<file path="src/rtl/writeback_arbiter.sv">
// Register-file writeback arbiter: merges the pipeline writeback with buffered mul/div results.
// Optional same-cycle MDU bypass when the buffer is empty: define WB_BYPASS_EN.
module writeback_arbiter #(
    parameter int unsigned STARVE_LIMIT = 4
) (
    input  logic        i_clk,
    input  logic        i_reset,
    input  logic        i_pipe_valid,
    input  logic        i_pipe_write_rd,
    input  logic [4:0]  i_pipe_rd,
    input  logic [31:0] i_pipe_value,
    input  logic        i_mdu_valid,
    input  logic [4:0]  i_mdu_rd,
    input  logic [31:0] i_mdu_value,
    output logic        o_mdu_ready,
    output logic        o_pipe_grant,
    output logic        o_stall_req,
    output logic        o_wb_valid,
    output logic [4:0]  o_wb_rd,
    output logic [31:0] o_wb_value,
    output logic [31:0] o_pending_mask
);

    localparam int CW = 4;

    logic [4:0]    r_fifo_rd  [2];
    logic [31:0]   r_fifo_val [2];
    logic          r_head;
    logic [1:0]    r_count;
    logic [CW-1:0] r_starve;
    logic          r_stall;
    logic [31:0]   r_mask;

    logic          w_empty;
    logic          w_pipe_req;
    logic          w_mdu_acc;
    logic          w_mdu_keep;
    logic          w_bypass;
    logic          w_pop;
    logic          w_push;
    logic          w_tail;
    logic          w_head_n;
    logic [1:0]    w_count_n;
    logic [4:0]    w_rd_n [2];
    logic [31:0]   w_mask_n;
    logic [CW-1:0] w_starve_n;
    logic          w_stall_n;

    assign w_empty      = (r_count == 2'd0);
    assign o_mdu_ready  = ~i_reset & (r_count < 2'd2);
    assign w_mdu_acc    = i_mdu_valid & o_mdu_ready;
    assign w_mdu_keep   = w_mdu_acc & (i_mdu_rd != 5'd0);
    assign w_pipe_req   = i_pipe_valid & i_pipe_write_rd & (i_pipe_rd != 5'd0);
    assign o_pipe_grant = ~i_reset & w_pipe_req & ~r_stall;
    assign w_pop        = ~i_reset & ~w_empty & (r_stall | ~w_pipe_req);
    assign o_stall_req  = r_stall;
    assign o_pending_mask = r_mask;

`ifdef WB_BYPASS_EN
    assign w_bypass = w_empty & ~r_stall & ~w_pipe_req & w_mdu_keep;
`else
    assign w_bypass = 1'b0;
`endif

    assign w_push = w_mdu_keep & ~w_bypass;
    // Push only happens below count 2, so the tail slot is head + count modulo 2.
    assign w_tail = r_head ^ r_count[0];

    always_comb begin
        o_wb_valid = 1'b0;
        o_wb_rd    = 5'd0;
        o_wb_value = 32'd0;
        if (w_pop) begin
            o_wb_valid = 1'b1;
            o_wb_rd    = r_fifo_rd[r_head];
            o_wb_value = r_fifo_val[r_head];
        end else if (o_pipe_grant) begin
            o_wb_valid = 1'b1;
            o_wb_rd    = i_pipe_rd;
            o_wb_value = i_pipe_value;
        end else if (w_bypass) begin
            o_wb_valid = 1'b1;
            o_wb_rd    = i_mdu_rd;
            o_wb_value = i_mdu_value;
        end
    end

    // Mask is built from the post-edge contents so a popped rd drops out on the same edge.
    always_comb begin
        w_head_n  = r_head ^ w_pop;
        w_count_n = r_count + {1'b0, w_push} - {1'b0, w_pop};
        w_mask_n  = 32'd0;
        for (int i = 0; i < 2; i++) begin
            w_rd_n[i] = (w_push && (w_tail == 1'(i))) ? i_mdu_rd : r_fifo_rd[i];
            if ({1'b0, 1'(i) ^ w_head_n} < w_count_n)
                w_mask_n[w_rd_n[i]] = 1'b1;
        end
    end

    always_comb begin
        if (w_empty || w_pop)
            w_starve_n = '0;
        else if (r_starve < CW'(STARVE_LIMIT))
            w_starve_n = r_starve + 4'd1;
        else
            w_starve_n = r_starve;
        w_stall_n = ~w_pop & (r_stall | (w_starve_n == CW'(STARVE_LIMIT)));
    end

    always_ff @(posedge i_clk) begin
        if (i_reset) begin
            r_head   <= 1'b0;
            r_count  <= 2'd0;
            r_starve <= '0;
            r_stall  <= 1'b0;
            r_mask   <= 32'd0;
        end else begin
            r_head   <= w_head_n;
            r_count  <= w_count_n;
            r_starve <= w_starve_n;
            r_stall  <= w_stall_n;
            r_mask   <= w_mask_n;
        end
    end

    always_ff @(posedge i_clk) begin
        if (w_push) begin
            r_fifo_rd[w_tail]  <= i_mdu_rd;
            r_fifo_val[w_tail] <= i_mdu_value;
        end
    end

endmodule

</file>
<file path="config.mk">
export PLATFORM = sky130hd
export DESIGN_NAME = writeback_arbiter
export DESIGN_NICKNAME = d
export VERILOG_FILES = /design/src/rtl/writeback_arbiter.sv
export SDC_FILE = /design/constraint.sdc
export NUM_CORES = 1
export LEC_CHECK = 0
export CORE_ASPECT_RATIO = 1.5
export CORE_MARGIN = 2
export CORE_UTILIZATION = 30
export DETAILED_ROUTE_END_ITERATION = 6
export GPL_TIMING_DRIVEN = 1
export PLACE_DENSITY = 0.56
export SYNTH_ARGS = -nofsm -noshare
export SYNTH_HDL_FRONTEND = slang
export SYNTH_SLANG_ARGS = --single-unit
export TNS_END_PERCENT = 5
</file>
<file path="constraint.sdc">
create_clock -name i_clk -period 3.3 [get_ports i_clk]
set_clock_uncertainty 0.05 [all_clocks]
set_input_delay 0.33 -clock i_clk [delete_from_list [all_inputs] [get_ports i_clk]]
set_output_delay 0.33 -clock i_clk [all_outputs]
set_load 0.005 [all_outputs]
</file>
==> impl_results.html, run 1 <==
<table>
<tr><th>Metric</th><th>Value</th></tr>
<tr><th colspan="2">Run status</th></tr>
<tr><td>Result of the run</td><td>finished clean</td></tr>
<tr><th colspan="2">Final layout</th></tr>
<tr><td>Antenna diode count</td><td>0</td></tr>
<tr><td>Final core occ</td><td>45.95%</td></tr>
<tr><td>Final instance area</td><td>roughly 7500 um^2</td></tr>
<tr><td>Proportion of layout cells with a drive suffix above 1</td><td>13.95%</td></tr>
<tr><td>Layout overhead on the synthesized area</td><td>49.60%</td></tr>
<tr><td>NumNets Final</td><td>671</td></tr>
<tr><td>Non-filler cells in the finished layout</td><td>around 810</td></tr>
<tr><td>Most frequent standard cell in the layout excluding fill and tap cells</td><td>sky130_fd_sc_hd__clkdlybuf4s50_1</td></tr>
<tr><td>Highest-count cells in the layout ignoring fill and taps</td><td>sky130_fd_sc_hd__clkdlybuf4s50_1, sky130_fd_sc_hd__edfxtp_1, sky130_fd_sc_hd__nand2_1</td></tr>
<tr><td>Number of fillers in the final layout</td><td>1529</td></tr>
<tr><th colspan="2">Clock tree</th></tr>
<tr><td>Count of H-tree levels built during CTS</td><td>4</td></tr>
<tr><td>Maximum root-to-sink buffer count</td><td>2</td></tr>
<tr><td>Total CTS buffers</td><td>17</td></tr>
<tr><td>CTS Sinks</td><td>between 100 and 150</td></tr>
<tr><td>Cell chosen for the clock root</td><td>sky130_fd_sc_hd__clkbuf_16</td></tr>
<tr><td>Number of buffers inserted for hold repair after clock tree synthesis</td><td>0</td></tr>
<tr><td>Insertion delay of the later-clocked pin in the worst-skew pair</td><td>0.41 ns</td></tr>
<tr><td>Number of buffers inserted to repair setup after CTS</td><td>0</td></tr>
<tr><td>CTS tree</td><td>done</td></tr>
<tr><td>Clk pin slew, worst setup/hold paths</td><td>0.06 ns</td></tr>
<tr><td>Post-CTS Resized</td><td>0</td></tr>
<tr><th colspan="2">Setup path</th></tr>
<tr><td>Most numerous cell on the critical path</td><td>sky130_fd_sc_hd__clkdlybuf4s50_1</td></tr>
<tr><td>Standard cell with the maximum stage delay on the critical path</td><td>sky130_fd_sc_hd__nor2_4</td></tr>
<tr><td>Largest fanout of any net on the critical path</td><td>38</td></tr>
<tr><td>Worst Setup Path Type</td><td>input port to output port</td></tr>
<tr><td>Cell chain of the critical path</td><td>clkdlybuf4s50_1, or4_4, o2111ai_4, buf_4, nor2_4, nand2_1, o21ai_0, clkdlybuf4s50_1</td></tr>
<tr><td>Arr. time, crit path</td><td>2.84 ns</td></tr>
<tr><td>Startpoint Class</td><td>input port</td></tr>
<tr><td>WP data required</td><td>around 2.9 ns</td></tr>
<tr><td>Slowest cell delay on critical path</td><td>between 0.7 and 0.8 ns</td></tr>
<tr><td>Crit end category</td><td>output port</td></tr>
<tr><th colspan="2">Synth</th></tr>
<tr><td>Mapped cell area</td><td>approximately 5000 um^2</td></tr>
<tr><td>Ys Warns</td><td>0</td></tr>
<tr><td>Cell variety after synth</td><td>40</td></tr>
<tr><td>Synth Area per Inst</td><td>12.15 um^2</td></tr>
<tr><td>Sequential-to-total area share from yosys stat</td><td>60.52%</td></tr>
<tr><td>Share of synthesized flip-flops with an asynchronous set or reset</td><td>0%</td></tr>
<tr><td>Synthesis-stage register bit count</td><td>114</td></tr>
<tr><td>Count of flip-flops with a built-in enable after synthesis</td><td>74</td></tr>
<tr><td>Synthesized instance count</td><td>411</td></tr>
<tr><td>Post-synth top flop</td><td>sky130_fd_sc_hd__edfxtp_1</td></tr>
<tr><td>Nets in the synthesized netlist</td><td>493</td></tr>
<tr><th colspan="2">Floorplanning</th></tr>
<tr><td>Die Span X</td><td>109.4 um</td></tr>
<tr><td>Starting density of the core</td><td>30.72%</td></tr>
<tr><td>Cell row count</td><td>57</td></tr>
<tr><td>Number of primary I/O pins</td><td>152</td></tr>
<tr><td>Die height</td><td>162.0 um</td></tr>
<tr><td>Core Area</td><td>16260 um^2</td></tr>
<tr><td>Area of the die</td><td>17720 um^2</td></tr>
<tr><th colspan="2">Timing</th></tr>
<tr><td>Fin crit period</td><td>between 3 and 4 ns</td></tr>
<tr><td>Slew at the pin closest to its max-slew limit</td><td>between 0.9 and 1 ns</td></tr>
<tr><td>Final cycle utilization of the critical path</td><td>97.53%</td></tr>
<tr><td>Number of endpoints with negative hold slack in the final report</td><td>0</td></tr>
<tr><td>Final count of pins violating max slew</td><td>0</td></tr>
<tr><td>Setup repair after global routing missed its margin</td><td>true</td></tr>
<tr><td>Slew margin rel.</td><td>33.64%</td></tr>
<tr><td>Final count of negative-setup-slack endpoints</td><td>0</td></tr>
<tr><td>Tightest hold margin</td><td>0.4359 ns</td></tr>
<tr><td>Highest clock frequency the design can meet</td><td>0.3107 GHz</td></tr>
<tr><th colspan="2">Placement</th></tr>
<tr><td>Final RePlAce weighted congestion</td><td>about 0.86</td></tr>
<tr><td>Area of placed instances</td><td>6885 um^2</td></tr>
<tr><td>Cell Count Post-Placement</td><td>776</td></tr>
<tr><td>PortBufs</td><td>151</td></tr>
<tr><td>HPWL after detailed placement</td><td>9.795 mm</td></tr>
<tr><th colspan="2">Drt</th></tr>
<tr><td>WL per Instance</td><td>16.93 um</td></tr>
<tr><td>Sum of routed wire length over all layers</td><td>13.68 mm</td></tr>
<tr><td>Post-route antenna net violation count</td><td>0</td></tr>
<tr><td>Initial DRC count</td><td>about 140</td></tr>
<tr><td>Vias per cell</td><td>approximately 4.8</td></tr>
<tr><td>Via count</td><td>3906</td></tr>
<tr><td>Router iterations before antenna repair</td><td>4</td></tr>
<tr><td>Count of unresolved DRC violations after routing</td><td>0</td></tr>
<tr><th colspan="2">Hold path</th></tr>
<tr><td>Path class of the lowest-slack min-delay path</td><td>flip-flop to flip-flop</td></tr>
<tr><th colspan="2">GRT</th></tr>
<tr><td>Wire length of the first global-routing pass</td><td>approximately 21 mm</td></tr>
<tr><td>Antenna violations before repair</td><td>0</td></tr>
<tr><td>Total global routing track utilization</td><td>15.88%</td></tr>
<tr><td>Vias in the first global route</td><td>4091</td></tr>
<tr><td>Pin count of the biggest net entering global routing</td><td>39</td></tr>
<tr><td>Remaining global-route overflow</td><td>0</td></tr>
<tr><th colspan="2">Power and ir drop</th></tr>
<tr><td>Total net switching power</td><td>about 1.6 mW</td></tr>
<tr><td>Max VDD drop</td><td>0.0003667 V</td></tr>
<tr><td>Ratio of total power to cell area</td><td>675.1 nW/um^2</td></tr>
<tr><td>Fraction of power spent switching nets</td><td>30.74%</td></tr>
<tr><td>Logic gate share of total power</td><td>29.9%</td></tr>
<tr><td>Clock share of power</td><td>34.2%</td></tr>
<tr><td>Static power due to leakage</td><td>2.663 nW</td></tr>
<tr><td>Share of total power in sequential cells</td><td>a little over a third</td></tr>
<tr><td>Internal power</td><td>3.494 mW</td></tr>
<tr><th colspan="2">Job</th></tr>
<tr><td>Max-cap violation count</td><td>0</td></tr>
</table>
cells in the mapped netlist (all sizes together) (3+ instances only):
| master | number | area, um^2 |
|---|---|---|
| nor3b | 3 | 32.53 |
| a41oi | 4 | 35.03 |
| and3b | 6 | 52.55 |
| inv | 7 | 26.28 |
| or4 | 3 | 30.03 |
| nor2b | 7 | 43.79 |
| edfxtp | 74 | 2222 |
| clkbuf | 13 | 48.80 |
| dfxtp | 40 | 800.8 |
| nand3 | 4 | 20.02 |
| buf | 9 | 76.32 |
| o21ai | 40 | 200.2 |
| xnor2 | 4 | 35.03 |
| nand2b | 6 | 37.54 |
| a21oi | 5 | 32.53 |
| o32ai | 8 | 130.1 |
| ha | 3 | 37.54 |
| mux2i | 40 | 400.4 |
| nor2 | 28 | 105.1 |
| a31oi | 7 | 43.79 |
| nor3 | 9 | 67.56 |
| o22ai | 32 | 200.2 |
| nand2 | 42 | 157.7 |
metal layers:
layer | global-route usage [%] | up-vias | wire length [um]
met4 | 6.099 | 0 | 231
met2 | 28.73 | 140 | 7160
met1 | 17.24 | 1828 | 5561
met5 | 0 | - | 0
met3 | 4.334 | 21 | 725
li1 | - | 1917 | -
final cells by class:
class / instances / area [um^2] / share of cell area, %
inverters: 7 / 26.28 / 0.3516
multi-input cells: 268 / 1828 / 24.46
flip-flops and latches: 114 / 3024 / 40.47
clock buffers: 18 / 429.2 / 5.743
well taps: 206 / 257.7 / 3.449
clock inverters: 14 / 130.1 / 1.741
repair buffers: 181 / 1777 / 23.78
state kept, by name, summed over array words and instances (netlist names):
| signal | flops |
|---|---|
| r_starve | 4 |
| o_stall_req | 1 |
| r_count | 2 |
| o_pending_mask | 32 |
| r_fifo_val | 64 |
| r_head | 1 |
| r_fifo_rd | 10 |
logic make-up after synthesis:
logic type | count (synthesis) | share of synthesized area, %
flops | 114 | 60.52
mux | 40 | 8.016
fa+ha+maj | 3 | 0.7516
buf+inv | 29 | 3.031
compound gates | 102 | 14.40
xor+xnor | 6 | 1.052
simple gates | 117 | 12.22
critical path, delay by kind of cell:
kind / cells / cell delay [ns]
simple gates: 3 / 1.03
buf+inv: 3 / 1.22
compound gates: 2 / 0.25
power groups by stage:
stage	Combinational [mW]	Sequential (mW)	Clock [mW]
floorplan	0.808	1.82	0
global placement	1.52	1.84	0
detailed placement	1.53	1.84	0
CTS	1.54	1.81	1.77
global route	1.64	1.83	1.84
finish	1.51	1.81	1.73
worst paths after layout:
| check | start | to | slack [ns] | cells past startpoint |
|---|---|---|---|---|
| max | i_pipe_rd[0] | o_wb_value[31] | 0.08 | 8 |
| min | r_starve[3]$_SDFF_PP0_ | r_starve[3]$_SDFF_PP0_ | 0.44 | 2 |
| max reg2reg | r_count[1]$_SDFF_PP0_ | o_pending_mask[10]$_SDFF_PP0_ | 0.81 | 11 |
| min reg2reg | r_starve[3]$_SDFF_PP0_ | r_starve[3]$_SDFF_PP0_ | 0.44 | 2 |
stage by stage:
| stage | TNS (ns) | setup WS (ns) | total power, mW |
|---|---|---|---|
| 2_1_floorplan | 0 | 0.03084 | 2.632 |
| 3_3_place_gp | -0.01751 | -0.01153 | 3.355 |
| 3_5_place_dp | -0.5626 | -0.04491 | 3.372 |
| 4_1_cts | 0 | 0.03625 | 5.120 |
| 5_1_grt | -0.2816 | -0.07560 | 5.299 |
| 6_report | 0 | 0.08165 | 5.045 |
Power figures use the tool's default switching activity.
==> inputs of run 2 (changes only) <==
PLACE_DENSITY = not set   (was 0.56)
==> impl_results.html, run 2 (same netlist as run 1, synthesis figures left out) <==
<table>
<tr><th>Metric</th><th>Value</th></tr>
<tr><th colspan="2">Run status</th></tr>
<tr><td>Result of the run</td><td>finished clean</td></tr>
<tr><th colspan="2">Floorplanning</th></tr>
<tr><td>Core Area</td><td>16260 um^2</td></tr>
<tr><td>Area of the die</td><td>17720 um^2</td></tr>
<tr><td>Number of primary I/O pins</td><td>152</td></tr>
<tr><td>Starting density of the core</td><td>a little under a third</td></tr>
<tr><td>Die height</td><td>162.0 um</td></tr>
<tr><td>Cell row count</td><td>57</td></tr>
<tr><td>Die Span X</td><td>between 100 and 150 um</td></tr>
<tr><th colspan="2">Final layout</th></tr>
<tr><td>Number of flip-flops under the largest register name</td><td>64</td></tr>
<tr><td>Largest register by flop count</td><td>r_fifo_val</td></tr>
<tr><td>Non-filler cells in the finished layout</td><td>around 800</td></tr>
<tr><td>Layout overhead on the synthesized area</td><td>50.85%</td></tr>
<tr><td>Proportion of layout cells with a drive suffix above 1</td><td>between 10 and 15%</td></tr>
<tr><td>Highest-count cells in the layout ignoring fill and taps</td><td>sky130_fd_sc_hd__clkdlybuf4s50_1, sky130_fd_sc_hd__edfxtp_1, sky130_fd_sc_hd__nand2_1</td></tr>
<tr><td>Antenna diode count</td><td>0</td></tr>
<tr><td>Final instance area</td><td>7535 um^2</td></tr>
<tr><td>Most frequent standard cell in the layout excluding fill and tap cells</td><td>sky130_fd_sc_hd__clkdlybuf4s50_1</td></tr>
<tr><td>NumNets Final</td><td>672</td></tr>
<tr><th colspan="2">Drt</th></tr>
<tr><td>Router iterations before antenna repair</td><td>4</td></tr>
<tr><td>Initial DRC count</td><td>175</td></tr>
<tr><td>Count of unresolved DRC violations after routing</td><td>0</td></tr>
<tr><td>Sum of routed wire length over all layers</td><td>13.70 mm</td></tr>
<tr><td>WL per Instance</td><td>approximately 17 um</td></tr>
<tr><td>Post-route antenna net violation count</td><td>0</td></tr>
<tr><td>Vias per cell</td><td>4.848</td></tr>
<tr><td>Via count</td><td>3922</td></tr>
<tr><th colspan="2">Clock tree</th></tr>
<tr><td>Count of H-tree levels built during CTS</td><td>4</td></tr>
<tr><td>Number of buffers inserted to repair setup after CTS</td><td>0</td></tr>
<tr><td>Clk pin slew, worst setup/hold paths</td><td>0.06 ns</td></tr>
<tr><td>Post-CTS Resized</td><td>0</td></tr>
<tr><td>Number of buffers inserted for hold repair after clock tree synthesis</td><td>0</td></tr>
<tr><td>Total CTS buffers</td><td>17</td></tr>
<tr><td>CTS tree</td><td>done</td></tr>
<tr><td>CTS Sinks</td><td>114</td></tr>
<tr><td>Maximum root-to-sink buffer count</td><td>2</td></tr>
<tr><td>Insertion delay of the later-clocked pin in the worst-skew pair</td><td>0.41 ns</td></tr>
<tr><td>Cell chosen for the clock root</td><td>sky130_fd_sc_hd__clkbuf_16</td></tr>
<tr><th colspan="2">Setup path</th></tr>
<tr><td>Largest fanout of any net on the critical path</td><td>38</td></tr>
<tr><td>Worst Setup Path Type</td><td>input port to output port</td></tr>
<tr><td>Crit end category</td><td>output port</td></tr>
<tr><td>Arr. time, crit path</td><td>between 2 and 3 ns</td></tr>
<tr><td>WP data required</td><td>2.92 ns</td></tr>
<tr><td>Startpoint Class</td><td>input port</td></tr>
<tr><th colspan="2">Placement</th></tr>
<tr><td>Final RePlAce weighted congestion</td><td>0.8351</td></tr>
<tr><td>PortBufs</td><td>151</td></tr>
<tr><td>HPWL after detailed placement</td><td>10.16 mm</td></tr>
<tr><td>Area of placed instances</td><td>6905 um^2</td></tr>
<tr><td>Cell Count Post-Placement</td><td>777</td></tr>
<tr><th colspan="2">Power and ir drop</th></tr>
<tr><td>Ratio of total power to cell area</td><td>692.8 nW/um^2</td></tr>
<tr><td>Max VDD drop</td><td>0.0003138 V</td></tr>
<tr><td>Static power due to leakage</td><td>2.533 nW</td></tr>
<tr><td>Logic gate share of total power</td><td>between 20% and 30%</td></tr>
<tr><td>Total net switching power</td><td>1.509 mW</td></tr>
<tr><td>Fraction of power spent switching nets</td><td>28.92%</td></tr>
<tr><td>Internal power</td><td>roughly 3.7 mW</td></tr>
<tr><td>Clock share of power</td><td>36.1%</td></tr>
<tr><td>Share of total power in sequential cells</td><td>between 30% and 40%</td></tr>
<tr><th colspan="2">GRT</th></tr>
<tr><td>Vias in the first global route</td><td>3938</td></tr>
<tr><td>Total global routing track utilization</td><td>15.49%</td></tr>
<tr><td>Wire length of the first global-routing pass</td><td>roughly 20 mm</td></tr>
<tr><td>Remaining global-route overflow</td><td>0</td></tr>
<tr><td>Pin count of the biggest net entering global routing</td><td>39</td></tr>
<tr><td>Antenna violations before repair</td><td>0</td></tr>
<tr><th colspan="2">Timing</th></tr>
<tr><td>Fin crit period</td><td>3.113 ns</td></tr>
<tr><td>Slew at the pin closest to its max-slew limit</td><td>between 0.9 and 1 ns</td></tr>
<tr><td>Final cycle utilization of the critical path</td><td>94.32%</td></tr>
<tr><td>Highest clock frequency the design can meet</td><td>0.3213 GHz</td></tr>
<tr><td>Number of endpoints with negative hold slack in the final report</td><td>0</td></tr>
<tr><td>Slew margin rel.</td><td>about two fifths</td></tr>
<tr><td>Final count of pins violating max slew</td><td>0</td></tr>
<tr><td>Setup repair after global routing missed its margin</td><td>true</td></tr>
<tr><td>Final count of negative-setup-slack endpoints</td><td>0</td></tr>
<tr><th colspan="2">Job</th></tr>
<tr><td>Max-cap violation count</td><td>0</td></tr>
<tr><th colspan="2">Hold path</th></tr>
<tr><td>Path class of the lowest-slack min-delay path</td><td>flip-flop to flip-flop</td></tr>
</table>
==> run 2: cell count changes in the layout (fill, tap and decap cells not counted) <==
cell,before,now
sky130_fd_sc_hd__clkdlybuf4s50_1,140,150
sky130_fd_sc_hd__dlymetal6s2s_1,11,1
sky130_fd_sc_hd__inv_6,5,0
sky130_fd_sc_hd__clkbuf_16,17,19
sky130_fd_sc_hd__clkbuf_8,0,2
sky130_fd_sc_hd__buf_12,1,2
sky130_fd_sc_hd__bufinv_16,1,2
sky130_fd_sc_hd__clkbuf_1,1,0
sky130_fd_sc_hd__clkinvlp_4,4,5
sky130_fd_sc_hd__o21ai_0,40,39
sky130_fd_sc_hd__o21ai_1,0,1
==> run 2: routing by layer <==
layer	track usage (%)	vias up	share of wire, %
met2	27.38	142	53
met1	17.49	1847	40
met5	0	-	0
li1	-	1921	-
met3	4.294	12	6.0
met4	5.639	0	1.2
==> run 2: metrics by stage <==
step                      power (mW)  setup WS, ns  setup TNS (ns)  util [%]  hold slack (ns)
after global routing           5.460     -0.008626        -0.01150     46.34           0.4327
after floorplan                2.632       0.03084               0         -           0.3789
final                          5.220        0.1874               0     46.34           0.4328
after global placement         3.359       0.02669               0     42.47           0.4138
after CTS                      5.280        0.1079               0     46.32           0.4332
after detailed placement       3.382      -0.02888         -0.1390     42.47           0.4220
==> run 2: area by class of cell <==
cell class,instances,area [um^2]
Fill cell,1512,8726
Sequential cell,114,3024
Multi-Input combinational cell,268,1828
Timing Repair Buffer,182,1772
Clock buffer,21,503.0
Tap cell,206,257.7
Clock inverter,11,123.9
Inverter,7,26.28
==> run 2: final timing paths <==
check                                 end  cells after the start  slack, ns              startpoint
max                            o_wb_rd[0]                      8       0.19            i_pipe_rd[2]
min                r_starve[3]$_SDFF_PP0_                      2       0.43  r_starve[3]$_SDFF_PP0_
max reg2reg  o_pending_mask[8]$_SDFF_PP0_                     11       0.77   r_count[1]$_SDFF_PP0_
min reg2reg        r_starve[3]$_SDFF_PP0_                      2       0.43  r_starve[3]$_SDFF_PP0_
==> run 2: power by group through the flow <==
stage | Sequential [mW] | Clock (mW) | Combinational, mW
after global routing | 1.86 | 1.98 | 1.62
after CTS | 1.85 | 1.92 | 1.51
final | 1.84 | 1.88 | 1.49
after global placement | 1.87 | 0 | 1.49
after floorplan | 1.82 | 0 | 0.808
after detailed placement | 1.88 | 0 | 1.51
==> run 2: critical path, stage by stage <==
cell and delay [ns]:
sky130_fd_sc_hd__clkdlybuf4s50_1 0.49, sky130_fd_sc_hd__or4_4 0.16, sky130_fd_sc_hd__o2111ai_4 0.11, sky130_fd_sc_hd__buf_4 0.19, sky130_fd_sc_hd__nor2_4 0.69, sky130_fd_sc_hd__nand2_1 0.13
sky130_fd_sc_hd__o21ai_0 0.10, sky130_fd_sc_hd__clkdlybuf4s50_1 0.53
